`config.mk`:
```
export PLATFORM = sky130hd
export DESIGN_NAME = bch_encoder
export DESIGN_NICKNAME = d
export VERILOG_FILES = /design/src/rtl/bch_pkg.sv /design/src/rtl/bch_lfsr_step.sv /design/src/rtl/bch_encoder.sv
export SDC_FILE = /design/constraint.sdc
export NUM_CORES = 1
export LEC_CHECK = 0
export ABC_AREA = 1
export BUFFER_PORTS_ARGS = -buffer_cell sky130_fd_sc_hd__buf_2
export CAP_MARGIN = 20
export CORE_UTILIZATION = 55
export DETAILED_ROUTE_END_ITERATION = 10
export PLACE_DENSITY = 0.82
export SLEW_MARGIN = 25
export SYNTH_ARGS = -nofsm -noshare
export SYNTH_HDL_FRONTEND = slang
export SYNTH_SLANG_ARGS = --single-unit
```
`constraint.sdc`:
```
create_clock -name clk -period 2.8 [get_ports clk]
set_clock_uncertainty 0.1 [all_clocks]
set_input_delay 0.28 -clock clk [delete_from_list [all_inputs] [get_ports clk]]
set_output_delay 0.28 -clock clk [all_outputs]
set_load 0.02 [all_outputs]
```
`src/rtl/bch_pkg.sv`:
```
// Shared constants, types and state encoding for the BCH(15,7) t=2 encoder.
// Generator polynomial g(x) = x^8 + x^7 + x^6 + x^4 + 1.
package bch_pkg;

    localparam int N  = 15;
    localparam int K  = 7;
    localparam int NP = 8;

    // Full generator including the implicit x^8 term; the LFSR uses bits [7:0].
    localparam logic [NP:0] G = 9'h1D1;

    typedef logic [K-1:0]  msg_t;
    typedef logic [NP-1:0] par_t;
    typedef logic [N-1:0]  cw_t;

    typedef enum logic [1:0] {
        IDLE = 2'd0,
        CALC = 2'd1,
        DONE = 2'd2
    } state_t;

endpackage

```
`src/rtl/bch_lfsr_step.sv`:
```
// One bit of systematic polynomial division by g(x): folds the next message
// bit into the running remainder held in the parity LFSR.
module bch_lfsr_step
    import bch_pkg::*;
(
    input  logic [NP-1:0] lfsr_i,
    input  logic          din_i,
    output logic [NP-1:0] lfsr_o
);

    logic fb;

    // Feedback is the outgoing remainder bit combined with the incoming message bit.
    always_comb begin
        fb     = lfsr_i[NP-1] ^ din_i;
        lfsr_o = {lfsr_i[NP-2:0], 1'b0} ^ (fb ? G[NP-1:0] : '0);
    end

endmodule

```
`src/rtl/bch_encoder.sv`:
```
// BCH(15,7) systematic encoder: accepts a 7-bit message, shifts it through the
// division LFSR for 7 cycles and presents {msg, parity} until the sink takes it.
// Optional build macro BCH_ENC_ERR_INJECT_EN adds an err_mask input whose value,
// captured with the message, is XORed onto the codeword (decoder test stimulus).
module bch_encoder
    import bch_pkg::*;
(
    input  logic          clk,
    input  logic          rst,
    input  logic          in_valid,
    output logic          in_ready,
    input  logic [K-1:0]  msg,
`ifdef BCH_ENC_ERR_INJECT_EN
    input  logic [N-1:0]  err_mask,
`endif
    output logic          out_valid,
    input  logic          out_ready,
    output logic [N-1:0]  cw,
    output logic          busy
);

    state_t        state_q, state_d;
    msg_t          msg_q,   msg_d;
    msg_t          shift_q, shift_d;
    par_t          lfsr_q,  lfsr_d;
    logic [2:0]    cnt_q,   cnt_d;
    par_t          lfsr_next;
`ifdef BCH_ENC_ERR_INJECT_EN
    cw_t           err_q,   err_d;
`endif

    bch_lfsr_step u_step (
        .lfsr_i (lfsr_q),
        .din_i  (shift_q[K-1]),
        .lfsr_o (lfsr_next)
    );

    // Next-state and datapath updates for IDLE -> CALC -> DONE -> IDLE.
    always_comb begin
        // NOTE: every signal assigned here gets a default first so no path leaves it unassigned (no latch).
        state_d = state_q;
        msg_d   = msg_q;
        shift_d = shift_q;
        lfsr_d  = lfsr_q;
        cnt_d   = cnt_q;
`ifdef BCH_ENC_ERR_INJECT_EN
        err_d   = err_q;
`endif
        case (state_q)
            IDLE: begin
                if (in_valid) begin
                    state_d = CALC;
                    msg_d   = msg;
                    shift_d = msg;
                    lfsr_d  = '0;
                    cnt_d   = 3'd6;
`ifdef BCH_ENC_ERR_INJECT_EN
                    err_d   = err_mask;
`endif
                end
            end
            CALC: begin
                lfsr_d  = lfsr_next;
                shift_d = {shift_q[K-2:0], 1'b0};
                if (cnt_q == 3'd0) begin
                    state_d = DONE;
                end else begin
                    cnt_d = cnt_q - 3'd1;
                end
            end
            DONE: begin
                if (out_ready) begin
                    state_d = IDLE;
                end
            end
            default: state_d = IDLE;
        endcase
    end

    // State and datapath registers; all cleared by reset so cw reads 0 afterwards.
    always_ff @(posedge clk or posedge rst) begin
        if (rst) begin
            state_q <= IDLE;
            msg_q   <= '0;
            shift_q <= '0;
            lfsr_q  <= '0;
            cnt_q   <= '0;
`ifdef BCH_ENC_ERR_INJECT_EN
            err_q   <= '0;
`endif
        end else begin
            // NOTE: non-blocking assignments so every register samples pre-edge values.
            state_q <= state_d;
            msg_q   <= msg_d;
            shift_q <= shift_d;
            lfsr_q  <= lfsr_d;
            cnt_q   <= cnt_d;
`ifdef BCH_ENC_ERR_INJECT_EN
            err_q   <= err_d;
`endif
        end
    end

    // Outputs come straight from registers; cw only changes on accept or in CALC.
    always_comb begin
        in_ready  = (state_q == IDLE);
        out_valid = (state_q == DONE);
        busy      = (state_q != IDLE);
`ifdef BCH_ENC_ERR_INJECT_EN
        cw        = {msg_q, lfsr_q} ^ err_q;
`else
        cw        = {msg_q, lfsr_q};
`endif
    end

endmodule
```
==> metrics.txt <==
final wirelength 2340 um; Logic pwr share around half; internal power 905 uW; top cells by area, synth dfrtp_1 (57%), nand2_1 (18%), nand3_1 (6.7%); fin crit period 1.62 ns; setup violators final 0; slew margin rel. 63.7%; clock slew at reported path FFs 0.15 ns; register area 676 um2; CP delay by family, top simple AND/OR/NAND/NOR gates; Sw Pwr 812 uW; Yosys reg bits 27; diode count 0; pin count of the biggest net entering global routing 28; Min-Delay Startpoint out_ready; clock tree buffer depth 2; worst-path cell chain nor2_2, nand2_1, inv_1, nand2_1, nand3_1; Final Instance Area ~1400 um2; CTS root buf clkbuf_4; vias in the first global route 945; Placed Cells 189; Synth Cell Area approximately 1200 um2; largest family of logic cells by synthesized area simple AND/OR/NAND/NOR gates; DRT Pass-1 Iters 4; CP max FO 11; row count 16; area occupied by multi-input gates 424 um2; Setup WS post-layout 1.18 ns; Syn-to-layout area delta 15.2%; Setup crit start kind register; Setup crit end kind register; Cell variety after synth 18; Detail Route Antenna Nets 0; share of cells above drive strength 1 24.0%; slew at the pin closest to its max-slew limit 0.543 ns; DRC 0; syn_nets 150; CORE AREA 2000 um2; PortBufs 28; Worst path max stage delay approximately 0.47 ns; Hold WS ~0.023 ns; slowest CP cell dfrtp_1; total gr overflow 0; max frequency 617 MHz; Clk pwr share ~10%; static leakage 0.785 nW; die area 2360 um2; Buf/Inv on CP 1; clock sinks 27; final core utilization between 60 and 70%; fill cell count around 180; top cell type's share of synthesized area 56.6%; number of H-tree levels 1; worst endpoint data arrival time 1.79 ns; Worst Path Required 2.97 ns; Worst-Skew Late Latency 0.32 ns; via count 1000; Reg power frac approximately 40%; PwrDens 1250 nW/um2; die width 48.6 um; CTS buffer count 3; Synth Area in XOR/XNOR 0%; gp weighted congestion 0.796; overall power 1.72 mW; Synth Area in Compound Gates ~4%; adder-cell area share of the yosys netlist between 2 and 2.5%; worst ir drop on vdd about 0.66 mV; Syn Inst Count 137; TNS Setup 0 ns; RSZ-0062 raised after global routing false; Slew Viols, Final 0; Ys Warns 0; multiplexer share of the synthesized area 0%; dpl cell area 1340 um2; CTS tree done; total track usage 22.1%; most common cell after layout, fill and taps aside nand2_1; Setup Slack @ Placement 1.27 ns; status complete, no violations; HPWL Detailed 1670 um; post-cts sizing count 0; mean post-synth cell area 8.71 um2; first-pass GRT wire length 3970 um; fin cells 194; Initial DRC Count 15; initial antenna violation count 0; worst hold path type in -> reg; Post-Synth Simple-Gate Area ~29%; CP Class reg -> reg; area leader, netlist dfrtp_1; average vias per placed instance 5.15; most frequent cells in the layout nand2_1 (56), buf_2 (28), dfrtp_1 (27), nand3_1 (16), inv_1 (15); fin crit share about 58%; IO Pins 29; Initial Utilization 59.6%; Final nets 181; worst reg2reg path startpoint state_q[0]; sequential area share after synthesis 56.6%; wire per inst 12.0 um; switching power share of the total 47.3%; Final Hold Violating Endpoints 0; Die Y 48.6 um; maxcap violations 0; CP most frequent cell nand2_1; critical path startpoint state_q[0]
==> worst paths after layout <==
| kind | endpoint | depth (start not counted) | slack [ns] |
|---|---|---|---|
| worst max-delay path | shift_q[6] | 5 | 1.18 |
| max in group asynchronous | shift_q[0] | 3 | 1.80 |
| worst min-delay path | state_q[1] | 2 | 0.02 |
| min in group asynchronous | shift_q[2] | 3 | 0.43 |
| worst max register to register | shift_q[6] | 5 | 1.18 |
| worst min register to register | msg_q[1] | 2 | 0.40 |
==> per-layer routing <==
metal / vias up / part of all wire (%) / global-route usage [%]
met2: 23 / 52 / 42.5
met3: 5 / 2.8 / 2.83
met4: 0 / 1.5 / 7.35
met1: 484 / 44 / 24.9
met5: - / 0 / 0
li1: 488 / - / -
==> cells by family after synthesis <==
kind of cell	after synthesis
adders and majority gates	2
AOI/OAI and AO/OA	8
DFF	27
and+or+nand+nor	80
buffers and inverters	20
==> cells in the mapped netlist (all sizes together) <==
master	count
nand2	58
dfrtp	27
inv	17
nand3	16
o21ai	7
buf	3
nor2	3
ha	2
nand3b	2
nand4	1
o22ai	1
==> worst reg2reg max path: cells and delay by family (launching register included) <==
kind	cells	cell delay, ns
and+or+nand+nor	4	0.71
DFF	1	0.47
buffers and inverters	1	0.30
==> cell type report <==
cell class                 count  share of cell area [%]
inverter                      17                    4.64
clock buffer                   3                    1.64
clock inverter                 1                   0.364
sequential                    27                    49.1
multi-input combinational     90                    30.8
tap                           27                    2.46
timing repair buffer          29                    10.9
==> power groups by stage <==
stage                     clock [mW]  sequential, mW  combinational (mW)
after floorplan                    0           0.798               0.541
after global placement             0           0.684               0.831
after detailed placement           0           0.692               0.862
after CTS                      0.171           0.685               0.863
after global routing           0.186           0.708               0.963
final                          0.168           0.686               0.863
==> flip-flops by register name (all words and copies together) (netlist names) <==
register	flops
shift_q	7
lfsr_q	8
state_q	2
cnt_q	3
msg_q	7
==> timing repair <==
| action | in CTS | in global routing |
|---|---|---|
| endpoints found under the hold margin | 0 | 27 |
| setup buffers | 0 | 0 |
| hold buffers | 0 | 1 |
Note: power is estimated with default switching activity, not from simulation.
